<file path="src/rtl/charge_session_if.sv">
// Key-event and session-status bundle between the keyboard scanner side (master)
// and the charge session controller (slave).
interface charge_session_if;
    logic [3:0] key_value;
    logic       press_num;
    logic       start;
    logic       clear;
    logic       confirm;
    logic [1:0] state;
    logic       power_on;
    logic       charging;
    logic [6:0] amount;
    logic [1:0] digit_cnt;
    logic [7:0] remaining;
    logic       done;

    modport master (
        output key_value, press_num, start, clear, confirm,
        input  state, power_on, charging, amount, digit_cnt, remaining, done
    );

    modport slave (
        input  key_value, press_num, start, clear, confirm,
        output state, power_on, charging, amount, digit_cnt, remaining, done
    );
endinterface

</file>
<file path="src/rtl/charge_session_ctrl.sv">
// Charge session controller: power-on, 2-digit amount entry, timed countdown, idle timeout.
// Optional macro CHARGE_ABORT_EN: clear during CHARGE aborts the charge without pulsing done.
module charge_session_ctrl #(
    parameter int CLK_HZ         = 1000,
    parameter int SEC_PER_UNIT   = 2,
    parameter int MAX_AMOUNT     = 20,
    parameter int IDLE_TIMEOUT_S = 10
) (
    input  logic           clk,
    input  logic           rst,
    charge_session_if.slave bus
);
    localparam int PW = (CLK_HZ > 1) ? $clog2(CLK_HZ) : 1;
    localparam int IW = $clog2(IDLE_TIMEOUT_S + 1);

    typedef enum logic [1:0] {
        S_OFF    = 2'd0,
        S_INPUT  = 2'd1,
        S_CHARGE = 2'd2
    } state_t;

    state_t          state_q, state_d;
    logic [6:0]      amount_q, amount_d;
    logic [1:0]      digit_q, digit_d;
    logic [7:0]      remaining_q, remaining_d;
    logic            done_q, done_d;
    logic            power_on_q, charging_q;
    logic [PW-1:0]   presc_q, presc_d, presc_step_s;
    logic [IW-1:0]   idle_q, idle_d;
    logic            tick_s, any_key_s;
    logic [10:0]     entry_s;
    logic [15:0]     charge_secs_s;

    assign tick_s        = (presc_q == PW'(CLK_HZ - 1));
    assign presc_step_s  = tick_s ? '0 : presc_q + PW'(1);
    assign any_key_s     = bus.start | bus.clear | bus.confirm | bus.press_num;
    assign entry_s       = (11'(amount_q) * 11'd10) + 11'(bus.key_value);
    assign charge_secs_s = 16'(amount_q) * 16'(SEC_PER_UNIT);

    // Next-state logic: key priority start > clear > confirm > press_num, plus tick-driven timing.
    always_comb begin
        state_d     = state_q;
        amount_d    = amount_q;
        digit_d     = digit_q;
        remaining_d = remaining_q;
        done_d      = 1'b0;
        presc_d     = presc_q;
        idle_d      = idle_q;
        case (state_q)
            S_OFF: begin
                presc_d = '0;
                idle_d  = '0;
                if (bus.start) begin
                    state_d  = S_INPUT;
                    amount_d = 7'd0;
                    digit_d  = 2'd0;
                end else begin
                    state_d = S_OFF;
                end
            end
            S_INPUT: begin
                presc_d = presc_step_s;
                idle_d  = tick_s ? idle_q + IW'(1) : idle_q;
                if (any_key_s) begin
                    presc_d = '0;
                    idle_d  = '0;
                end else begin
                    presc_d = presc_d;
                end
                if (bus.start || bus.clear) begin
                    amount_d = 7'd0;
                    digit_d  = 2'd0;
                end else if (bus.confirm) begin
                    if (amount_q != 7'd0) begin
                        state_d     = S_CHARGE;
                        remaining_d = charge_secs_s[7:0];
                    end else begin
                        state_d = S_INPUT;
                    end
                end else if (bus.press_num) begin
                    if ((bus.key_value <= 4'd9) && (digit_q < 2'd2)) begin
                        amount_d = (entry_s > 11'(MAX_AMOUNT)) ? 7'(MAX_AMOUNT) : entry_s[6:0];
                        digit_d  = digit_q + 2'd1;
                    end else begin
                        digit_d = digit_q;
                    end
                end else if (tick_s && (idle_q == IW'(IDLE_TIMEOUT_S - 1))) begin
                    state_d  = S_OFF;
                    amount_d = 7'd0;
                    digit_d  = 2'd0;
                    idle_d   = '0;
                end else begin
                    state_d = S_INPUT;
                end
            end
            S_CHARGE: begin
                presc_d = presc_step_s;
                idle_d  = '0;
`ifdef CHARGE_ABORT_EN
                if (bus.clear) begin
                    state_d     = S_INPUT;
                    remaining_d = 8'd0;
                    amount_d    = 7'd0;
                    digit_d     = 2'd0;
                    presc_d     = '0;
                end else
`endif
                if (tick_s) begin
                    remaining_d = remaining_q - 8'd1;
                    // Countdown end hands back to entry with a fresh prescaler (wrapped on tick).
                    if (remaining_q <= 8'd1) begin
                        state_d     = S_INPUT;
                        remaining_d = 8'd0;
                        amount_d    = 7'd0;
                        digit_d     = 2'd0;
                        done_d      = 1'b1;
                    end else begin
                        state_d = S_CHARGE;
                    end
                end else begin
                    state_d = S_CHARGE;
                end
            end
            default: begin
                state_d     = S_OFF;
                amount_d    = 7'd0;
                digit_d     = 2'd0;
                remaining_d = 8'd0;
                presc_d     = '0;
                idle_d      = '0;
            end
        endcase
    end

    // Session state and registered outputs.
    always_ff @(posedge clk or posedge rst) begin
        if (rst) begin
            state_q     <= S_OFF;
            amount_q    <= 7'd0;
            digit_q     <= 2'd0;
            remaining_q <= 8'd0;
            done_q      <= 1'b0;
            power_on_q  <= 1'b0;
            charging_q  <= 1'b0;
            presc_q     <= '0;
            idle_q      <= '0;
        end else begin
            state_q     <= state_d;
            amount_q    <= amount_d;
            digit_q     <= digit_d;
            remaining_q <= remaining_d;
            done_q      <= done_d;
            power_on_q  <= (state_d != S_OFF);
            charging_q  <= (state_d == S_CHARGE);
            presc_q     <= presc_d;
            idle_q      <= idle_d;
        end
    end

    assign bus.state     = state_q;
    assign bus.power_on  = power_on_q;
    assign bus.charging  = charging_q;
    assign bus.amount    = amount_q;
    assign bus.digit_cnt = digit_q;
    assign bus.remaining = remaining_q;
    assign bus.done      = done_q;
endmodule

</file>
<file path="src/flat_wrapper.sv">
// flat-port wrapper written by rule: the top's interface ports become plain ports
module charge_session_ctrl_flat 
#(
    parameter int CLK_HZ         = 1000,
    parameter int SEC_PER_UNIT   = 2,
    parameter int MAX_AMOUNT     = 20,
    parameter int IDLE_TIMEOUT_S = 10
)
  (clk, rst, bus_key_value, bus_press_num, bus_start, bus_clear, bus_confirm, bus_state, bus_power_on, bus_charging, bus_amount, bus_digit_cnt, bus_remaining, bus_done);
  charge_session_if bus_i ();
  input  logic clk;
  input  logic rst;
  input wire logic [$bits(bus_i.key_value)-1:0] bus_key_value;
  input wire logic [$bits(bus_i.press_num)-1:0] bus_press_num;
  input wire logic [$bits(bus_i.start)-1:0] bus_start;
  input wire logic [$bits(bus_i.clear)-1:0] bus_clear;
  input wire logic [$bits(bus_i.confirm)-1:0] bus_confirm;
  output wire logic [$bits(bus_i.state)-1:0] bus_state;
  output wire logic [$bits(bus_i.power_on)-1:0] bus_power_on;
  output wire logic [$bits(bus_i.charging)-1:0] bus_charging;
  output wire logic [$bits(bus_i.amount)-1:0] bus_amount;
  output wire logic [$bits(bus_i.digit_cnt)-1:0] bus_digit_cnt;
  output wire logic [$bits(bus_i.remaining)-1:0] bus_remaining;
  output wire logic [$bits(bus_i.done)-1:0] bus_done;
  assign bus_i.key_value = bus_key_value;
  assign bus_i.press_num = bus_press_num;
  assign bus_i.start = bus_start;
  assign bus_i.clear = bus_clear;
  assign bus_i.confirm = bus_confirm;
  assign bus_state = bus_i.state;
  assign bus_power_on = bus_i.power_on;
  assign bus_charging = bus_i.charging;
  assign bus_amount = bus_i.amount;
  assign bus_digit_cnt = bus_i.digit_cnt;
  assign bus_remaining = bus_i.remaining;
  assign bus_done = bus_i.done;
  charge_session_ctrl #(.CLK_HZ(CLK_HZ), .SEC_PER_UNIT(SEC_PER_UNIT), .MAX_AMOUNT(MAX_AMOUNT), .IDLE_TIMEOUT_S(IDLE_TIMEOUT_S)) u_core (.clk(clk), .rst(rst), .bus(bus_i));
endmodule
</file>
<file path="config.mk">
export PLATFORM = sky130hd
export DESIGN_NAME = charge_session_ctrl_flat
export DESIGN_NICKNAME = d
export VERILOG_FILES = /design/src/rtl/charge_session_if.sv /design/src/rtl/charge_session_ctrl.sv /design/src/flat_wrapper.sv
export SDC_FILE = /design/constraint.sdc
export NUM_CORES = 1
export LEC_CHECK = 0
export ABC_CLOCK_PERIOD_IN_PS = 3800
export CORE_MARGIN = 8
export CORE_UTILIZATION = 30
export CTS_BUF_LIST = sky130_fd_sc_hd__clkbuf_8
export CTS_CLUSTER_SIZE = 40
export DETAILED_ROUTE_END_ITERATION = 10
export PLACE_DENSITY = 0.46
export SYNTH_ARGS = -nofsm -noshare
export SYNTH_HDL_FRONTEND = slang
export SYNTH_SLANG_ARGS = --single-unit
</file>
<file path="constraint.sdc">
create_clock -name clk -period 3.8 [get_ports clk]
set_input_delay 0.76 -clock clk [delete_from_list [all_inputs] [get_ports clk]]
set_output_delay 0.76 -clock clk [all_outputs]
set_load 0.01 [all_outputs]
</file>
Word level (Yosys, flattened, before mapping)
Index checks and enable logic that the tools add are counted.
W data, S select, Z words.
{ "word_totals": {"register_bits": 36, "inputBits": 10, "out_inout_bits": 22, "wordCells": 92} }
{ "op_classes": {"n_addsub": 5, "multipliers": 1, "magnitude_cmp": 4, "n_eq_ne": 14, "n_mux": 47, "bitwise": 4, "reduce_logical": 8} }
{ "op_table": {"columns": ["operator", "n"], "rows": [
  ["$mux W7", 9],
  ["$mux W8", 5],
  ["$mux W2", 14],
  ["$mux W4", 7],
  ["$pmux W8 S3", 1],
  ["$pmux W7 S3", 1],
  ["$mux W10", 2],
  ["$pmux W10 S2", 1],
  ["$pmux W2 S3", 2],
  ["$add A11 B4 Y11", 1],
  ["$gt A11 B5 Y1 const B", 1],
  ["$add A10 B1 Y10 const B", 1],
  ["$eq A10 B10 Y1 const B", 1],
  ["$mul A7 B3 Y10 const B", 1],
  ["$le A8 B1 Y1 const B", 1],
  ["$ne A4 B2 Y1 const B", 2],
  ["$sub A8 B1 Y8 const B", 1],
  ["$reduce_bool A7 Y1", 1],
  ["$ne A2 B1 Y1 const B", 3],
  ["$ne A2 B2 Y1 const B", 3],
  ["$reduce_and A6 Y1", 1],
  ["$mux W1", 5],
  ["$reduce_and A5 Y1", 1],
  ["$add A4 B1 Y4 const B", 1],
  ["13 further kinds", 17]
]} }

Logic depth before layout (Yosys ltp)
{ "depth": {"ltp_word": 9, "depth_mapped": 9, "depth_no_buf": 9} }

Worst setup path after synthesis
No wires, ideal clock.
{ "synth_path": {"kind": "register to register", "startpoint": "reg u_core.amount_q[1], in the netlist u_core.bus.amount[1]", "endpoint": "reg u_core.amount_q[3], in the netlist u_core.bus.amount[3]", "setup_ns": 0.121, "arrival_ns": 2.593, "required_ns": 3.679, "slack_ns": 1.086, "stages_incl_launch_ff": 9, "n_path_buf": 0, "period_less_slack_ns": 2.714, "path_cell_list": "dfrtp_1 > ha_1 > ha_1 > fa_1 > xor2_1 > xor3_1 > a31oi_1 > nor4b_4 > a22o_1"} }
{ "synth_via": {"elab_chain_cells": 9} }
{ "synth_lines": {"columns": ["item", "line", "rtl"], "rows": [
  ["start, declared", "charge_session_ctrl.sv:23", "logic [6:0] amount_q, amount_d;"],
  ["start signal, assigned", "charge_session_ctrl.sv:149", "amount_q <= amount_d;"],
  ["$mul A7 B3 Y10 (*)", "charge_session_ctrl.sv:37", "assign entry_s = (11'(amount_q) * 11'd10) + 11'(bus.key_value);"],
  ["$add A11 B4 Y11 (*)", "charge_session_ctrl.sv:37", null],
  ["$gt A11 B5 Y1", "charge_session_ctrl.sv:82", "amount_d = (entry_s > 11'(MAX_AMOUNT)) ? 7'(MAX_AMOUNT) : entry_s[6:0];"],
  ["$mux W7 (*)", "charge_session_ctrl.sv:82", null],
  ["$mux W7 (*)", "charge_session_ctrl.sv:81", "if ((bus.key_value <= 4'd9) && (digit_q < 2'd2)) begin"],
  ["$mux W7 (*)", "charge_session_ctrl.sv:80", "end else if (bus.press_num) begin"],
  ["$mux W7 (*)", "charge_session_ctrl.sv:73", "end else if (bus.confirm) begin"],
  ["$mux W7 (*)", "charge_session_ctrl.sv:70", "if (bus.start || bus.clear) begin"],
  ["$pmux W7 S3 (*)", "charge_session_ctrl.sv:49", "case (state_q)"]
]} }
Mark *: on every way between the ends. The rest lies on a longest branch, timed or not. The select of a mux whose other input is x is not followed.
A chain may end at the register's enable or synchronous reset.

Worst setup path after layout
Ends and elaborated chain as after synthesis.

==> metrics.log <==
[metrics] run status: finished clean
[metrics] most area-consuming cells after synthesis: sky130_fd_sc_hd__dfrtp_1, sky130_fd_sc_hd__ha_1, sky130_fd_sc_hd__nor2_1
[metrics] warnings from Yosys: 0
[metrics] worst-case hold slack: 476 ps
[metrics] worst voltage drop across the vdd grid: 0.000130 V
[metrics] setup violators final: 0
[metrics] category of the worst setup path launch point: flop
[metrics] number of antenna violations at the first check in global routing: 0
[metrics] timing-limited maximum frequency: 0.338 GHz
[metrics] I/O pins: 32
[metrics] first drt pass iteration count: 4
[metrics] Synth top area share: 37.6%
[metrics] wire length of the first global-routing pass: 10,500 um
[metrics] class of the tightest hold or removal check: reg2reg
[metrics] final cell count without fillers: 391
[metrics] per-cell routed wire length: 15.2 um
[metrics] DPL Wire Length: 4630 um
[metrics] count of antenna-violating nets left after detailed routing: 0
[metrics] library cell used as clock root buffer: sky130_fd_sc_hd__clkbuf_8
[metrics] area inside the core boundary: 7730 um2
[metrics] number of distinct library cell variants in the gate-level netlist after synthesis: 49
[metrics] fraction of layout cells with a size suffix above 1: 6.57%
[metrics] CTS Buf Count: 5
[metrics] library cell with the largest summed area after synthesis: sky130_fd_sc_hd__dfrtp_1
[metrics] Final Routed Wirelength: 5960 um
[metrics] full die area: 11,100 um2
[metrics] area overhead of the layout relative to synthesis: 23.2%
[metrics] max-capacitance violation count: 0
[metrics] final core occ: 38.2%
[metrics] number of enable-type register cells in the synthesized netlist: 0
[metrics] count of buffers inserted at the top-level ports: 31
[metrics] Hold Path Cell Cnt: 1
[metrics] portion of total power attributed to combinational logic: 3.9%
[metrics] effective utilization at floorplan: 31.0%
[metrics] power density cells: 255 nW/um2
[metrics] number of nets in the final layout: 322
[metrics] headroom to the max-slew limit: 46.0%
[metrics] number of gates given a new drive strength after cts: 0
[metrics] total non-filler cell area in the finished layout: 2950 um2
[metrics] internal power summed over all cells: 0.590 mW
[metrics] Synthesized Nets: 285
[metrics] Final period util: 77.8%
[metrics] minimum period implied by the final worst setup slack: 2960 ps
[metrics] row cnt: 32
[metrics] cell area after synthesis: 2390 um2
[metrics] Crit. End Element: flop
[metrics] Worst R2R Path Depth: 8
[metrics] async set-reset flop share out of synthesis: 100%
[metrics] arrival time of the worst setup path: 3140 ps
[metrics] routability-driven placement congestion ratio: 0.775
[metrics] primary flip-flop cell chosen by synthesis mapping: sky130_fd_sc_hd__dfrtp_1
[metrics] setup fix buffers added after clock tree synthesis: 0
[metrics] number of endpoints with negative hold slack in the final report: 0
[metrics] post-synthesis cell count: 251
[metrics] overall power of the completed layout: 0.752 mW
[metrics] sequential share of power: 50.9%
[metrics] worst-case clock skew: 4.33 ps
[metrics] mean instance size in the synthesized netlist: 9.54 um2
[metrics] largest net degree at the start of global routing: 37
[metrics] via count of the first global-routing pass: 2,098
[metrics] switching portion of total power: 21.6%
[metrics] Post-Place Cell Area: 2840 um2
[metrics] clk sink count: 36
[metrics] width of the die: 105 um
[metrics] average vias per placed instance: 5.12
[metrics] via count: 2,003
[metrics] Clock Latency Late Sink: 290 ps
[metrics] number of remaining DRC errors: 0
[metrics] pre-CTS setup slack: 614 ps
[metrics] required time reported for the critical path endpoint: 3990 ps
[metrics] unrepaired setup endpoints after global routing: no
[metrics] worst setup path category: reg2reg
[metrics] number of cells after detailed placement: 383
[metrics] clock tree from TritonCTS: built
[metrics] crit-path max FO: 7
[metrics] clock transition time at the flip-flop clock pins of the worst setup and hold paths: 80 ps
[metrics] Starting DRT DRC Count: 73
[metrics] switching power: 0.163 mW
[metrics] antenna diode count: 0
[metrics] final slew viol count: 0
[metrics] Static Leak: 1.32 nW
[metrics] part of the Yosys area used for sequential elements: 37.6%
[metrics] cts hold-fix bufs: 0
[metrics] Worst-Margin Slew: 805 ps
[metrics] Worst Slack Setup Final: 842 ps
[metrics] total grt overflow: 0
[metrics] most frequent cell after synthesis: sky130_fd_sc_hd__dfrtp_1
[metrics] fraction of power consumed by the clock network: 45.2%
[metrics] Post-Route Setup TNS: 0 ps
[metrics] most frequent cells after synthesis: sky130_fd_sc_hd__dfrtp_1, sky130_fd_sc_hd__nor2_1, sky130_fd_sc_hd__ha_1
[metrics] DIE HEIGHT: 105 um
[metrics] Seq cells post-synth: 36
[metrics] count of H-tree levels built during CTS: 2
[metrics] deepest clock path buffer count: 2
[metrics] Total Routing Usage GR: 11.4%
power groups by stage:
stage                     clock network (mW)  registers (mW)  logic, mW
after floorplan                            0           0.390     0.0126
after global placement                     0           0.390     0.0304
after detailed placement                   0           0.390     0.0306
after CTS                              0.350           0.383     0.0307
after global routing                   0.367           0.383     0.0335
final                                  0.340           0.383     0.0297
sequential cells by signal (all words and copies together) (netlist names):
register              cells
u_core.bus.charging       1
u_core.bus.done           1
u_core.bus.digit_cnt      2
u_core.bus.amount         7
u_core.bus.remaining      8
u_core.presc_q           10
u_core.idle_q             4
u_core.bus.power_on       1
u_core.bus.state          2
logic make-up (layout without fill, tap and decap cells):
kind of cell / Yosys count / after routing / share of synthesized area [%]
AOI/OAI and AO/OA: 60 / 60 / 17.8
xor gates and xnor gates: 16 / 16 / 6.48
adders and majority gates: 24 / 24 / 13.2
buffers and inverters: 17 / 55 / 2.72
DFF: 36 / 36 / 37.6
muxes: 2 / 2 / 0.888
and+or+nand+nor: 96 / 96 / 21.3
layout make-up:
| class | instances | area, um2 |
|---|---|---|
| flip-flops and latches | 36 | 901 |
| fillers | 795 | 4780 |
| inverters | 13 | 48.8 |
| well taps | 102 | 128 |
| clock inverters | 3 | 42.5 |
| repair buffers | 34 | 333 |
| multi-input cells | 198 | 1430 |
| clock buffers | 5 | 68.8 |
cell usage in the layout (no fill, tap or decap), types with 2 or more instances in the layout:
master	count
sky130_fd_sc_hd__inv_1	13
sky130_fd_sc_hd__nand2b_1	2
sky130_fd_sc_hd__nand4_1	12
sky130_fd_sc_hd__nand3_1	6
sky130_fd_sc_hd__o41ai_1	2
sky130_fd_sc_hd__nor2_1	27
sky130_fd_sc_hd__or3_1	5
sky130_fd_sc_hd__nor3_1	7
sky130_fd_sc_hd__o31ai_1	2
sky130_fd_sc_hd__clkbuf_8	5
sky130_fd_sc_hd__ha_1	22
sky130_fd_sc_hd__xor2_1	9
sky130_fd_sc_hd__a21o_1	3
sky130_fd_sc_hd__or4_4	2
sky130_fd_sc_hd__and3_1	4
sky130_fd_sc_hd__clkdlybuf4s50_1	31
sky130_fd_sc_hd__nand2_1	18
sky130_fd_sc_hd__fa_1	2
sky130_fd_sc_hd__nor4_1	2
sky130_fd_sc_hd__a211oi_1	4
sky130_fd_sc_hd__o211ai_1	7
sky130_fd_sc_hd__o21a_1	3
sky130_fd_sc_hd__a22o_1	3
sky130_fd_sc_hd__and2_1	2
sky130_fd_sc_hd__o41a_1	2
sky130_fd_sc_hd__o21ai_0	11
sky130_fd_sc_hd__nor2b_1	3
sky130_fd_sc_hd__dfrtp_1	36
sky130_fd_sc_hd__buf_4	3
sky130_fd_sc_hd__a21oi_1	11
sky130_fd_sc_hd__o221ai_1	2
sky130_fd_sc_hd__xnor2_1	6
sky130_fd_sc_hd__o311ai_0	2
worst max-delay path: stages, from the launching register on:
cell and delay [ps]:
sky130_fd_sc_hd__dfrtp_1 500, sky130_fd_sc_hd__ha_1 340, sky130_fd_sc_hd__ha_1 220, sky130_fd_sc_hd__fa_1 430
sky130_fd_sc_hd__xor2_1 370, sky130_fd_sc_hd__xor3_1 290, sky130_fd_sc_hd__a31oi_1 370, sky130_fd_sc_hd__nor4b_4 90
sky130_fd_sc_hd__a22o_1 220
path summary, 6_finish.rpt:
| kind | startpoint | end | slack [ps] |
|---|---|---|---|
| min in group asynchronous | rst | u_core.presc_q[2]$_DFF_PP0_ | 870 |
| worst min register to register | u_core.presc_q[0]$_DFF_PP0_ | u_core.presc_q[0]$_DFF_PP0_ | 480 |
| worst max-delay path | u_core.bus.amount[1]$_DFFE_PP0P_ | u_core.bus.amount[3]$_DFFE_PP0P_ | 840 |
| worst min-delay path | u_core.presc_q[0]$_DFF_PP0_ | u_core.presc_q[0]$_DFF_PP0_ | 480 |
| max in group asynchronous | rst | u_core.bus.remaining[0]$_DFFE_PP0P_ | 2600 |
| worst max register to register | u_core.bus.amount[1]$_DFFE_PP0P_ | u_core.bus.amount[3]$_DFFE_PP0P_ | 840 |
routing by layer:
layer	vias up	global-route usage [%]	routed length, um
met5	-	0	0
met4	0	4.99	132
met3	10	2.38	184
met2	42	18.5	2690
met1	944	14.2	2950
li1	1007	-	-
Note: power is estimated with default switching activity, not from simulation.
==> RTL change 1 (same flow settings) <==
`CLK_HZ` is set to 1000 in 2 places; all go to 2000.
--- a/src/rtl/charge_session_ctrl.sv
+++ b/src/rtl/charge_session_ctrl.sv
@@ -3,3 +3,3 @@
 module charge_session_ctrl #(
-    parameter int CLK_HZ         = 1000,
+    parameter int CLK_HZ         = 2000,
     parameter int SEC_PER_UNIT   = 2,
--- a/src/flat_wrapper.sv
+++ b/src/flat_wrapper.sv
@@ -3,3 +3,3 @@
 #(
-    parameter int CLK_HZ         = 1000,
+    parameter int CLK_HZ         = 2000,
     parameter int SEC_PER_UNIT   = 2,
Formal check against the unedited RTL: same outputs for any inputs over 10 cycles, from zero or initial values and one cycle with rst high; that may be too few to reach the edited logic, so the function may still have changed.
==> RTL change 1 against the unedited design <==
  * Critical path depth grew 1
  * Sequential share of layout area fell by 0.53 points
  * Worst setup slack worse by 0.38 ns
  * Synthesized area rose by 6.5%
  * Routed wire length is 9.8% higher
  * Sequential cell count increased by 1
  * Clock power is 12% lower
  * Power down 4.4%
  * Combinational power down 3%
  * Cell area up 4.6%
  * First-iteration DRC count increased by 59%
==> RTL change 1: results (changes against the unedited design) <==
[outcome]
status=finished clean

[placed_design]
place_ws_ns=0.473  ; -0.141 ns
place_inst=414  ; +8.1%
place_area_sq_mm=0.00299  ; +5.3%
globalplace.congestion=0.903  ; +17%
dp_hpwl_um=5050  ; +9.0%

[finish]
layout.nets=350  ; +8.7%
num_antenna_cells=0  ; unchanged
drive_above_1_share_pct=7.57  ; +1.0 points
largest_reg_flops=11  ; +1
regMostFlops=u_core.presc_q

[grt]
grt_pass1_wl_um=11300  ; +8.3%
grt_pass1_vias=2300  ; +9.6%
grt_max_degree=38  ; +2.7%
grt_usage_pct=12.0  ; +0.68 points

[synth]
synthesis.nets=316  ; +11%
synth-compound-area-share_pct=19.4  ; +1.6 points
synth_common_cells=37 x dfrtp_1, 30 x nor2_1, 28 x nand2_1
synth_cells=282  ; +12%
muxShareOfSynthArea_pct=0.441  ; -0.45 points
synth_seq_area_share_pct=36.3  ; -1.3 points
synthAdderAreaFrac_pct=12.4  ; -0.81 points
ys_types=54  ; +10%
yosys-top-cells-area=dfrtp_1 36%, ha_1 11%, nor2_1 4.4%, nand2_1 4.1%, xnor2_1 3.1%
synthXorXnorAreaFrac_pct=6.47  ; about the same
async_flop_share_pct=100  ; unchanged

[critical_path]
cp_top_family=simple AND/OR/NAND/NOR gates
r2r_setup_slack_ns=0.46  ; -0.38 ns
critical_path_arrival_ns=3.54  ; +0.40 ns

[detailed_routing]
drt_iter0_markers=116  ; +59%
wl_met2_um=3050  ; +13%
vias=2200  ; +9.8%
wl_um=6540  ; +9.8%
dr_wl_met3_um=252  ; +37%
wire_per_inst_um=15.5  ; +1.7%

[power]
max-vdd-ir-drop_mv=0.117  ; -10%
p_leak_nw=1.32  ; about the same

[sta]
slew_headroom_pct=39.8  ; -6.1 points
final.setup_skew_ns=0.0149  ; +0.0105 ns
clock.fmax_mhz=300  ; -11%

[clock_network]
root_buffer=clkbuf_8

==> RTL change 1: cell types whose count changed after synthesis, sizes merged, moves of 4 or more <==
cell,before,now
nand3,6,10
nor4,2,7
nand2,18,29
nor2,27,31
nand4,12,4
clkbuf,3,7
==> RTL change 1: layout make-up <==
type	instances	area, sq um
multi-input cells	224	1550
clock buffers	6	82.6
fillers	837	5130
clock inverters	2	13.8
repair buffers	34	333
well taps	105	131
flip-flops and latches	37	926
inverters	14	52.6
==> RTL change 1: per-layer routing <==
metal | up-vias | global-route usage, %
met5 | - | 0
met4 | 0 | 4.16
met3 | 7 | 2.26
met2 | 39 | 20.0
met1 | 1050 | 15.3
li1 | 1104 | -
==> RTL change 1: path summary, 6_finish.rpt <==
kind	start	endpoint	cells past startpoint
max in group asynchronous	rst	u_core.presc_q[4]$_DFF_PP0_	3
min	u_core.presc_q[0]$_DFF_PP0_	u_core.presc_q[0]$_DFF_PP0_	1
max	u_core.bus.amount[1]$_DFFE_PP0P_	u_core.bus.amount[3]$_DFFE_PP0P_	9
min in group asynchronous	rst	u_core.presc_q[7]$_DFF_PP0_	3
min reg2reg	u_core.presc_q[0]$_DFF_PP0_	u_core.presc_q[0]$_DFF_PP0_	1
max reg2reg	u_core.bus.amount[1]$_DFFE_PP0P_	u_core.bus.amount[3]$_DFFE_PP0P_	9
==> RTL change 1: power breakdown <==
| group | switching [mW] | internal (mW) | total (mW) |
|---|---|---|---|
| sequential | 0 | 0.393 | 0.393 |
| clock | 0.150 | 0.147 | 0.298 |
| combinational | 0.0168 | 0.0119 | 0.0287 |
==> RTL change 1: per-stage QoR <==
step	power (mW)	util [%]
2_1_floorplan	0.413	-
3_3_place_gp	0.431	36.4
3_5_place_dp	0.430	36.4
4_1_cts	0.734	37.6
5_1_grt	0.752	37.6
6_report	0.720	37.6
==> RTL change 2 (same settings) <==
Made on the original files. Make the reset (`rst`) synchronous in one clocked block.
--- a/src/rtl/charge_session_ctrl.sv
+++ b/src/rtl/charge_session_ctrl.sv
@@ -135,3 +135,3 @@
     // Session state and registered outputs.
-    always_ff @(posedge clk or posedge rst) begin
+    always_ff @(posedge clk) begin
         if (rst) begin
Behaviour: differs if rst is asserted again (counterexample within 4 cycles, from zero or initial values and one cycle with rst high); with rst held inactive, the same outputs for 10 cycles.
==> RTL change 2 against the unedited design <==
  * First-iteration DRC count grew 49%
  * Synthesized area up 3.3%
  * Worst setup slack worse by 0.21 ns
  * Cell area is 2.4% higher
  * Sequential cell count did not move
  * Routed wire length up 9.4%
  * Maximum frequency down 6.5%
  * Critical endpoint is now u_core.bus.amount[4]$_SDFFE_PP0P_
  * Largest cell class unchanged
Power is not compared: it rests on default switching activity, and its combinational part moved more than twofold at a synthesized area within 25%.
==> RTL change 2: results (changes against the unedited design) <==
[synth]
synth_common_cells=36 x dfxtp_1, 36 x nor2_1, 22 x ha_1
syn_avg_cell_area_sq_um=8.25  ; -14%
ys_types=59  ; +20%
async_flop_share_pct=0  ; -100 points
synth_ff_type=dfxtp_1
yosys-top-cells-area=dfxtp_1 29%, ha_1 11%, nor2_1 5.5%, a21oi_1 4.2%, nand2_1 2.9%
synthesis.nets=334  ; +17%

[sta]
final.setup_skew_ns=0.00660  ; +0.00227 ns
finalCritPeriodShare_pct=83.3  ; +5.4 points
tightest_slew_ns=0.910  ; +0.105 ns
whs_ns=0.466  ; -0.0103 ns

[worst_hold_path]
holdPathEnd=u_core.presc_q[0]$_SDFF_PP0_
hold_path_startpoint=u_core.presc_q[0]$_SDFF_PP0_

[detailed_routing]
viasPerCell=5.19  ; +1.3%
wl_um=6520  ; +9.4%
drt_iter0_markers=109  ; +49%

[finish]
final_cells=439  ; +12%
drive_above_1_share_pct=4.79  ; -1.8 points
layout.nets=367  ; +14%

[grt]
grt_max_degree=18  ; -51%
antenna_found_initial=0  ; unchanged
grt_usage_pct=11.6  ; +0.25 points
grt_pass1_wl_um=11000  ; +5.0%
grt_pass1_vias=2179  ; +3.9%

[critical_path]
critical_path_arrival_ns=3.33  ; +0.19 ns
crit_end=u_core.bus.amount[4]$_SDFFE_PP0P_
reg2reg_depth=10  ; +2
r2r_setup_slack_ns=0.64  ; -0.21 ns
slowest_stage=or4bb_1

[placed_design]
place_ws_ns=0.469  ; -0.145 ns
globalplace.congestion=0.778  ; +0.31%
place_area_sq_mm=0.00291  ; +2.5%
place_inst=431  ; +13%

[outcome]
status=finished clean

RTL change 2: area by class of cell:
cell class	instances	area, sq um
flip-flops and latches	36	721
repair buffers	35	340
clock buffers	5	68.8
well taps	105	131
multi-input cells	242	1670
inverters	13	48.8
clock inverters	3	42.5
fillers	872	5070
RTL change 2: logic make-up (layout without fill, tap and decap cells):
| kind of cell | after synthesis | in the layout | synth area share [%] |
|---|---|---|---|
| AO/OA/AOI/OAI | 74 | 74 | 20.6 |
| XOR/XNOR | 15 | 15 | 5.31 |
| adder cells (fa/ha/maj) | 24 | 24 | 12.7 |
| buffers and inverters | 22 | 56 | 3.44 |
| flip-flops | 36 | 36 | 29.1 |
| multiplexers | 1 | 1 | 0.405 |
| AND/OR/NAND/NOR | 128 | 128 | 28.4 |
RTL change 2: layer usage:
metal	up-vias	routed length [um]	global-route usage, %
li1	1170	-	-
met1	1040	3390	16.7
met2	65	2690	16.7
met3	4	383	2.94
met4	0	47	3.02
met5	-	0	0
